## src/rtl/random_engine_arbiter.sv

```systemverilog
// random_engine_arbiter: round-robin arbiter and sequencer that shares one
// LFSR random engine among NREQ requesters. One request is in flight at a
// time: accept, start engine, wait (with watchdog), respond, clear engine.
module random_engine_arbiter #(
   parameter int NREQ    = 4,
   parameter int NBITS   = 16,
   parameter int TIMEOUT = 255
) (
   input  logic                    clk,
   input  logic                    rst,
   input  logic [NREQ-1:0]         req_val,
   output logic [NREQ-1:0]         req_rdy,
   output logic [NREQ-1:0]         resp_val,
   input  logic [NREQ-1:0]         resp_rdy,
   output logic [NBITS-1:0]        resp_data,
   output logic                    resp_err,
   output logic [$clog2(NREQ)-1:0] grant_id,
   output logic                    busy,
   output logic                    eng_go,
   output logic                    eng_clear,
   input  logic                    eng_done_val,
   input  logic [NBITS-1:0]        eng_result
);

   localparam int IDW = $clog2(NREQ);

   localparam logic [2:0] S_CLEAR = 3'd0;
   localparam logic [2:0] S_IDLE  = 3'd1;
   localparam logic [2:0] S_START = 3'd2;
   localparam logic [2:0] S_WAIT  = 3'd3;
   localparam logic [2:0] S_RESP  = 3'd4;

   localparam logic [7:0] TO_LAST = 8'(TIMEOUT);

   logic [2:0]     state;
   logic [IDW-1:0] ptr;
   logic [7:0]     cnt;
   logic [IDW-1:0] winner;
   logic           found;
   logic [IDW:0]   idx;

   // Round-robin pick: first set req_val bit scanning upward from ptr, wrapping.
   always_comb begin
      winner = '0;
      found  = 1'b0;
      idx    = '0;
      for (int unsigned i = 0; i < NREQ; i++) begin
         idx = {1'b0, ptr} + (IDW+1)'(i);
         if (idx >= (IDW+1)'(NREQ)) begin
            idx = idx - (IDW+1)'(NREQ);
         end
         if (!found && req_val[idx[IDW-1:0]]) begin
            winner = idx[IDW-1:0];
            found  = 1'b1;
         end
      end
   end

   // Handshake outputs: Mealy accept in IDLE, Moore response valid in RESP.
   always_comb begin
      req_rdy  = '0;
      resp_val = '0;
      if (state == S_IDLE && found) begin
         req_rdy[winner] = 1'b1;
      end
      if (state == S_RESP) begin
         resp_val[grant_id] = 1'b1;
      end
   end

   // Engine control and status decode straight from state.
   always_comb begin
      busy      = (state != S_IDLE);
      eng_go    = (state == S_START);
      eng_clear = (state == S_CLEAR);
   end

   // Sequencer FSM, grant/pointer registers, watchdog and response registers.
   always_ff @(posedge clk or negedge rst) begin
      if (!rst) begin
         state     <= S_CLEAR;
         ptr       <= '0;
         grant_id  <= '0;
         resp_data <= '0;
         resp_err  <= 1'b0;
         cnt       <= '0;
      end else begin
         case (state)
            S_CLEAR: state <= S_IDLE;
            S_IDLE: begin
               if (found) begin
                  grant_id <= winner;
                  state    <= S_START;
               end
            end
            S_START: begin
               cnt   <= '0;
               state <= S_WAIT;
            end
            S_WAIT: begin
               cnt <= cnt + 8'd1;
               if (eng_done_val) begin
                  resp_data <= eng_result;
                  resp_err  <= 1'b0;
                  state     <= S_RESP;
               // Expiry after TIMEOUT+1 WAIT cycles: response lands TIMEOUT+3 after accept.
               end else if (cnt == TO_LAST) begin
                  resp_data <= '0;
                  resp_err  <= 1'b1;
                  state     <= S_RESP;
               end
            end
            S_RESP: begin
               if (resp_rdy[grant_id]) begin
                  ptr   <= (grant_id == IDW'(NREQ-1)) ? '0 : grant_id + IDW'(1);
                  state <= S_CLEAR;
               end
            end
            default: state <= S_CLEAR;
         endcase
      end
   end

endmodule
```

## config.mk

```make
export PLATFORM = sky130hd
export DESIGN_NAME = random_engine_arbiter
export DESIGN_NICKNAME = d
export VERILOG_FILES = /design/src/rtl/random_engine_arbiter.sv
export SDC_FILE = /design/constraint.sdc
export NUM_CORES = 1
export LEC_CHECK = 0
export BUFFER_PORTS_ARGS = -buffer_cell sky130_fd_sc_hd__buf_4
export CAP_MARGIN = 20
export CORE_MARGIN = 4
export CORE_UTILIZATION = 35
export CTS_BUF_LIST = sky130_fd_sc_hd__clkbuf_16
export CTS_CLUSTER_SIZE = 24
export DETAILED_ROUTE_END_ITERATION = 6
export HOLD_SLACK_MARGIN = 0.12
export PLACE_DENSITY = 0.68
export RECOVER_POWER = 50
export SETUP_SLACK_MARGIN = 0.15
export SKIP_LAST_GASP = 1
export SLEW_MARGIN = 20
export SYNTH_ARGS = -nofsm -noshare
export SYNTH_HDL_FRONTEND = slang
export SYNTH_SLANG_ARGS = --single-unit
```

## constraint.sdc

```tcl
create_clock -name clk -period 2.2 [get_ports clk]
set_clock_uncertainty 0.1 [all_clocks]
set_input_delay 0.11 -clock clk [delete_from_list [all_inputs] [get_ports clk]]
set_output_delay 0.11 -clock clk [all_outputs]
set_load 0.03 [all_outputs]
```

### Yosys cells after proc, flatten, opt, wreduce, memory -nomap -nowiden

Index checks and enable logic that the tools add are counted.

* reduce and logical (&&, ||, !) cells: 16
* $add $sub $neg: 9
* multiplexer cells: 39
* equality and inequality tests: 10
* magnitude comparators: 12

Operators with widths (number)
* two-way mux 16 bit: 2
* less-than comparator 2 x 3 -> 1 bit (second input constant): 6
* two-way mux 2 bit: 9
* one-hot mux 8 bit (2 select lines): 1
* one-hot mux 3 bit (5 select lines): 1
* two-way mux 1 bit: 13
* two-way mux 3 bit: 4
* binary-select mux 1 bit (select 2 bit): 5
* greater-or-equal comparator 3 bit (second input constant): 3
* adder 8 x 1 -> 8 bit (second input constant): 1
* == test 8 bit (second input constant): 1
* two-way mux 4 bit: 2
* subtractor 2 x 1 -> 2 bit (second input constant): 4
* adder 2 x 2 -> 3 bit (second input constant): 2
* == test 3 x 2 -> 1 bit (second input constant): 2
* logical AND 1 bit: 6
* AND reduction 2 bit: 3
* demux 1 bit (select 2 bit): 2
* greater-or-equal comparator 2 x 1 -> 1 bit (second input constant): 2
* nonzero test 2 bit: 2
* adder 2 x 1 -> 3 bit (second input constant): 1
* == test 3 x 1 -> 1 bit (second input constant): 1
* == test 3 bit (second input constant): 1
* greater-or-equal comparator 2 x 3 -> 1 bit (second input constant): 1
* 9 further kinds: 11

* output and inout bits: 30
* register bits: 32
* input port bits: 27
* logic and storage cells: 92

### Logic depth before layout (Yosys ltp)

Gate-level depths: netlist of the first run.

* word-level depth: 19
* depth in mapped cells: 6
* mapped depth without buffers: 5

### Worst setup path after synthesis of the first run

No wires, ideal clock.

* kind: register -> register
* from: register grant_id[0]
* to: register ptr[1]
* setup slack: 0.395 ns
* data required time: 1.975 ns
* buffers on the path: 0
* library setup time: 0.125 ns
* arrival: 1.580 ns
* stages on the path, launching flop included: 4
* period minus slack after synthesis: 1.805 ns
* cell sequence: dfrtp_1 -> mux4_2 -> nand3_2 -> mux2_2

* word-level cells in the longest chain between the ends: 3
* elaborated cells on any way between the ends: 6
* classes of those cells: add/sub (1); eq/ne (1); mux (3); reduce/logical (1)

Ends and longest elaborated chain
* start, declared: RTL line 17 `output logic [$clog2(NREQ)-1:0] grant_id,`
* start signal, assigned: RTL line 92 `grant_id <= winner;`
* binary-select mux 1 bit (select 2 bit): RTL line 114 `if (resp_rdy[grant_id]) begin`
* two-way mux 1 bit (implied by the code): RTL line 114
* AND reduction 2 bit (no source line)
* end signal, assigned: RTL line 115 `ptr <= (grant_id == IDW'(NREQ-1)) ? '0 : grant_id + IDW'(1);`
* end, declared: RTL line 36 `logic [IDW-1:0] ptr;`

Parallel ways exist; a longest one is shown, timed or not. The select of a mux whose other input is x is not followed.
A chain may end at the register's enable or synchronous reset.

### Final worst setup path of the first run

* from: register state[2]
* to: output req_rdy[3]

* word-level cells in the longest chain between the ends: 3

Ends and longest elaborated chain
* start, declared: RTL line 35 `logic [2:0] state;`
* start signal, assigned: RTL line 81 `state <= S_CLEAR;`
* start signal, assigned: RTL line 89 `S_CLEAR: state <= S_IDLE;`
* start signal, assigned: RTL line 93 `state <= S_START;`
* == test 3 x 1 -> 1 bit: RTL line 63 `if (state == S_IDLE && found) begin`
* logical AND 1 bit: RTL line 63
* two-way mux 4 bit: RTL line 63
* end, declared: RTL line 12 `output logic [NREQ-1:0] req_rdy,`

Every way passes these cells.

==> run_results.csv, run 1 <==
group,metric,value,unit
run_status,run_status,"finished clean",
cts,clk_pin_slew_worst_paths,0.05,ns
floorplan,core,0.00435,mm2
cts,cts_htree_levels,2,
global_route,number_of_global_route_vias_before_repair,1373,
floorplan,num_io_pins,57,
timing,timing.fmax,531,MHz
routing,final_antenna_net_count,0,
routing,drt_iter0_markers,43,
timing,finalHoldViolCount,0,
floorplan,initial_core_util,0.360,
global_route,grt_max_degree,33,
timing,setup_repair_after_global_routing_missed_its_margin,"no",
layout,layout-drive-gt1-share,0.281,
power_and_ir_drop,max-vdd-ir-drop,808,uV
floorplan,dieHeight,74.9,um
routing,route.final.wire_length,3630,um
routing,detailedRoute.firstPassIterationCount,4,
cts,cts.sink_count,32,
routing,post_drt_via_cell_ratio,4.95,
timing,period_minus_slack,1.88,ns
timing,setup_ws,0.317,ns
cts,cts-root-buf,"clkbuf_16",
layout,final_common_cell,"buf_4",
timing,actual_slew_at_the_worst_max_slew_pin,0.784,ns
setup_path,worst-endpoint-arrival,1.67,ns
floorplan,dieArea,0.00561,mm2
global_route,groute.usage.overall,0.142,
layout,final_cell_mix,"41 x buf_4, 32 x dfrtp_1, 17 x dlygate4sd3_1, 16 x nand2_1, 16 x a22o_1",
layout,post-route-util,0.529,
timing,period_share,0.856,
setup_path,worst-path-max-fanout,11,
cts,cts_tree,"yes",
timing,timing.final.max_slew_violations,0,
layout,n_diodes,0,
global_route,global_route.overflow_total,0,
routing,route.detailed.drc,0,
routing,vias,1365,
synth,synth_warnings,0,
setup_path,start_kind,"flop",
setup_path,timing_worst_setup_path_type,"flop to primary output",
power_and_ir_drop,pwr_dens,1370,mW/mm2
timing,timing.setup.tns,0,ns
layout,area_delta_synth_final,47.0,%
setup_path,critPathRequiredTime,1.99,ns
placement,dp_hpwl,2490,um
synth,synth_fp_nets,180,
placement,post_placement_worst_setup_slack,0.442,ns
synth,synth_cells,148,
synth,mappedNetlistArea,0.00157,mm2
job,drv_cap,0,
placement,placedInstanceArea,0.00202,mm2
synth,post_synth_num_cell_types,39,
global_route,antenna_found_initial,0,
layout,finish.instance_area,0.00230,mm2
cts,tritoncts.num_buffers,5,
synth,synth.avg_cell_area,10.6,um2
floorplan,die_x_extent,74.9,um
layout,nFillCells,403,
cts,ctsLongestPathBuffers,2,
timing,slew_margin_rel,0.477,
cts,worstSkewPairLatency,0.27,ns
timing,timing.final.setup_violations,0,
global_route,first_pass_grt_wire_length,6140,um
placement,place.port_buffers,56,
worst_hold_path,min_path_type,"primary input to flop",
setup_path,element_type_at_the_critical_path_end,"primary output",
placement,place_congestion,0.847,
layout,final_net_count,255,
power_and_ir_drop,p_leak,1.10,nW
routing,post_drt_wl_per_cell,13.1,um
synth,seq_cells_post_synth,32,
synth,yosysSeqAreaShare,0.511,
floorplan,cell_rows,24,
## cell families (layout without fill, tap and decap cells)
kind of cell | after synthesis | count (layout) | synth area share
multiplexers | 2 | 2 | 0.0215
buffers and inverters | 12 | 88 | 0.0431
AO/OA/AOI/OAI | 39 | 39 | 0.178
adder cells (fa/ha/maj) | 5 | 5 | 0.0399
XOR/XNOR | 2 | 2 | 0.0112
AND/OR/NAND/NOR | 56 | 56 | 0.196
flip-flops | 32 | 32 | 0.511
## routing by layer
| layer | global-route usage | routed length [um] | share of wire |
|---|---|---|---|
| met5 | 0 | 0 | 0 |
| met3 | 0.0494 | 222 | 0.061 |
| met1 | 0.191 | 1600 | 0.44 |
| met4 | 0.0296 | 26 | 0.0072 |
| met2 | 0.223 | 1780 | 0.49 |
## Yosys cell counts
master,instances,share of area
nand2_1,16,0.038
mux2_2,1,0.0072
and2_1,2,0.0080
ha_1,5,0.040
o21ai_0,9,0.029
nand3_2,2,0.013
nand2b_1,1,0.0040
nor3_1,5,0.016
nand4_1,1,0.0040
a21o_1,1,0.0048
o31ai_1,1,0.0048
buf_6,1,0.0072
nor2_4,1,0.0072
a21oi_1,4,0.013
dfrtp_1,32,0.51
nand3b_1,1,0.0048
clkbuf_1,1,0.0024
a211oi_1,1,0.0048
inv_1,6,0.014
nor4_2,1,0.0080
nor2_1,10,0.024
o211ai_1,1,0.0048
and2_4,1,0.0056
o21bai_1,2,0.0096
or4_4,1,0.0072
o22ai_1,2,0.0080
nand2_2,1,0.0040
nand2b_2,1,0.0056
a22o_1,16,0.089
buf_8,1,0.0096
a311oi_1,1,0.0056
nand3_1,2,0.0064
and3_1,4,0.016
or2_2,2,0.0080
mux4_2,1,0.014
xnor2_1,2,0.011
a21boi_0,1,0.0048
nor2b_1,4,0.016
buf_2,3,0.0096
## critical path, cell delays in order, from the launching register on
cell     delay, ns
dfrtp_1       0.48
nor2_2        0.18
nand3_2       0.17
nor3_4        0.25
nor2b_1       0.15
buf_4         0.17
## metrics by stage
| stage | power (W) | hold WS (ns) | cells |
|---|---|---|---|
| 2_1_floorplan | 0.00199 | -0.286 | 148 |
| 3_3_place_gp | 0.00246 | -0.0293 | 251 |
| 3_5_place_dp | 0.00248 | -0.0261 | 251 |
| 4_1_cts | 0.00329 | 0.174 | 276 |
| 5_1_grt | 0.00339 | 0.200 | 276 |
| 6_report | 0.00316 | 0.170 | 276 |
## final cells by class
cell class,instances,area (um2),area share
tap,52,65.1,0.0282
clock inverter,3,38.8,0.0168
multi-input combinational,104,713,0.309
clock buffer,5,125,0.0543
sequential,32,801,0.347
inverter,6,22.5,0.00977
timing repair buffer,74,539,0.234
## sequential cells by signal (all words and copies together) (netlist names)
| name | cells |
|---|---|
| cnt | 8 |
| state | 3 |
| resp_data | 16 |
| grant_id | 2 |
| resp_err | 1 |
| ptr | 2 |
## where the power goes
part	total [W]	internal, W	leakage [nW]	switching, W
Sequential	0.00102	0.000814	0.412	0.000202
Clock	0.000760	0.000527	0.0850	0.000234
Combinational	0.00138	0.000509	0.600	0.000875
## path summary, 6_finish.rpt
kind	cells after the start	end	startpoint	slack, ns
hold / removal	3	resp_err	eng_done_val	0.17
min in group asynchronous	2	cnt[3]	rst	0.35
max in group asynchronous	2	cnt[4]	rst	1.15
setup / recovery	5	req_rdy[3]	state[2]	0.32
setup reg to reg	4	resp_data[12]	state[2]	0.46
hold reg to reg	2	resp_err	resp_err	0.39
## timing repair
item / CTS / global route
hold buffers: 17 / 0
hold endpoints to repair: 48 / 0
endpoints found under the setup margin: 1 / 2
setup buffers: 0 / 0
gates resized for setup: 1 / 2
Note: power is estimated with default switching activity, not from simulation.
==> inputs of run 2 (changes only) <==
--- a/config.mk
+++ b/config.mk
@@ -7,7 +7,6 @@
 export LEC_CHECK = 0
 export BUFFER_PORTS_ARGS = -buffer_cell sky130_fd_sc_hd__buf_4
 export CAP_MARGIN = 20
-export CORE_MARGIN = 4
 export CORE_UTILIZATION = 35
 export CTS_BUF_LIST = sky130_fd_sc_hd__clkbuf_16
 export CTS_CLUSTER_SIZE = 24
==> run 2 against run 1 <==
Compared with the run above:
- fmax decreased by 1.7%
- cell area shrank 0.65%
- critical endpoint unchanged
- first-iteration DRC count rose by 65%
- critical path depth did not move
==> run_results.csv, run 2 (synthesis results as in run 1) <==
group,metric,value,unit
global_route,groute.usage.overall,0.165,
layout,final_net_count,254,
cts,post-cts-setup-buffer-count,0,
cts,ctsLongestPathBuffers,2,
setup_path,element_type_at_the_critical_path_end,"primary output",
layout,largestRegisters,"resp_data x16, cnt x8, state x3",
cts,worstSkewPairLatency,0.27,ns
layout,largest_reg_flops,16,
timing,timing.final.max_slew_violations,0,
cts,cts_tree,"yes",
global_route,number_of_global_route_vias_before_repair,1228,
placement,placed_cells,248,
timing,setup_repair_after_global_routing_missed_its_margin,"no",
power_and_ir_drop,p_comb_frac,0.428,
cts,tritoncts.num_buffers,5,
floorplan,initial_core_util,0.378,
global_route,antenna_found_initial,0,
timing,timing.setup.tns,0,ns
setup_path,worst-endpoint-arrival,1.70,ns
routing,route.detailed.drc,0,
routing,post_drt_via_cell_ratio,4.97,
timing,timing.final.setup_violations,0,
layout,largest-register,"resp_data",
power_and_ir_drop,pwr_dens,1380,mW/mm2
timing,slew_margin_rel,0.481,
layout,final_cell_mix,"40 x buf_4, 32 x dfrtp_1, 17 x dlygate4sd3_1, 16 x nand2_1, 16 x a22o_1",
cts,cts.sink_count,32,
setup_path,start_kind,"flop",
power_and_ir_drop,sequentialPowerShare,0.326,
floorplan,die_x_extent,68.9,um
placement,place_congestion,0.778,
power_and_ir_drop,p_leak,1.08,nW
timing,period_share,0.870,
power_and_ir_drop,netSwitchingPower,0.00132,W
setup_path,worst-path-max-fanout,11,
power_and_ir_drop,clock_power_share,0.246,
routing,route.final.wire_length,3700,um
layout,finish.instance_area,0.00229,mm2
routing,vias,1357,
floorplan,core,0.00414,mm2
layout,layout-drive-gt1-share,0.278,
layout,nFillCells,392,
setup_path,critPathRequiredTime,1.99,ns
floorplan,cell_rows,23,
layout,finished_layout_cells,273,
worst_hold_path,min_path_type,"primary input to flop",
power_and_ir_drop,max-vdd-ir-drop,591,uV
global_route,first_pass_grt_wire_length,5660,um
setup_path,timing_worst_setup_path_type,"flop to primary output",
routing,post_drt_wl_per_cell,13.6,um
layout,area_delta_synth_final,46.0,%
job,drv_cap,0,
run_status,run_status,"finished clean",
timing,actual_slew_at_the_worst_max_slew_pin,0.779,ns
timing,period_minus_slack,1.91,ns
floorplan,num_io_pins,57,
cts,cts-root-buf,"clkbuf_16",
timing,finalHoldViolCount,0,
floorplan,dieArea,0.00475,mm2
routing,final_antenna_net_count,0,
floorplan,dieHeight,68.9,um
routing,drt_iter0_markers,71,
placement,place.port_buffers,56,
placement,dp_hpwl,2510,um
layout,n_diodes,0,
layout,final_common_cell,"buf_4",
timing,holdWs,0.171,ns
power_and_ir_drop,switching_part_of_the_total_power,0.419,
global_route,grt_max_degree,33,
timing,timing.fmax,522,MHz
placement,placedInstanceArea,0.00201,mm2
routing,detailedRoute.firstPassIterationCount,4,
global_route,global_route.overflow_total,0,
power_and_ir_drop,internal,0.00183,W
cts,cts_htree_levels,2,
cts,clk_pin_slew_worst_paths,0.05,ns
-- run 2: cell count changes in the layout (fill, tap and decap cells not counted) --
cell | previous run | this run
inv_1 | 7 | 6
clkinvlp_4 | 0 | 1
nor3_4 | 1 | 0
nor3_2 | 0 | 1
nor2_2 | 1 | 0
buf_4 | 41 | 40
nor2_1 | 9 | 10
-- run 2: final timing paths --
kind,slack (ns),endpoint,startpoint,cells past startpoint
worst max register to register,0.48,resp_data[3],cnt[0],5
max in group asynchronous,1.16,resp_data[12],rst,2
min in group asynchronous,0.35,state[0],rst,2
worst min register to register,0.40,resp_data[5],resp_data[5],1
worst max-delay path,0.29,req_rdy[3],state[2],5
worst min-delay path,0.17,state[0],req_val[1],5
-- run 2: repair_timing --
item                       CTS  global route
hold endpoints to repair    48             0
resized for setup            0             1
setup endpoints to repair    0             2
hold buffers                17             0
-- run 2: metal layers --
layer	global-route usage	vias to the layer above	part of all wire
met4	0.0765	0	0.015
met3	0.0411	5	0.055
met2	0.266	43	0.48
met5	0	-	0
li1	-	672	-
met1	0.207	637	0.45
-- run 2: layout make-up --
cell class,instances,area [um2],share of cell area
sequential,32,801,0.350
clock buffer,5,125,0.0546
inverter,6,22.5,0.00984
multi-input combinational,104,704,0.308
timing repair buffer,73,532,0.232
tap,50,62.6,0.0273
clock inverter,3,42.5,0.0186
-- run 2: per-stage QoR --
stage / utilization / setup slack [ns] / total power, W
3_3_place_gp: 0.484 / 0.496 / 0.00244
5_1_grt: 0.553 / 0.166 / 0.00336
3_5_place_dp: 0.484 / 0.474 / 0.00246
4_1_cts: 0.566 / 0.207 / 0.00328
6_report: 0.553 / 0.285 / 0.00316
2_1_floorplan: - / 0.395 / 0.00199
-- run 2: worst max-delay path, stage by stage (launching register included) --
cell and delay [ns]:
dfrtp_1 0.47, nor2_1 0.21, nand3_2 0.17, nor3_2 0.26, nor2b_1 0.16, buf_4 0.17
-- run 2: power by group through the flow --
stage / logic [W] / clock network (W) / registers, W
floorplan: 0.000726 / 0 / 0.00126
global route: 0.00148 / 0.000816 / 0.00107
global placement: 0.00141 / 0 / 0.00103
CTS: 0.00146 / 0.000793 / 0.00103
finish: 0.00135 / 0.000775 / 0.00103
detailed placement: 0.00142 / 0 / 0.00103
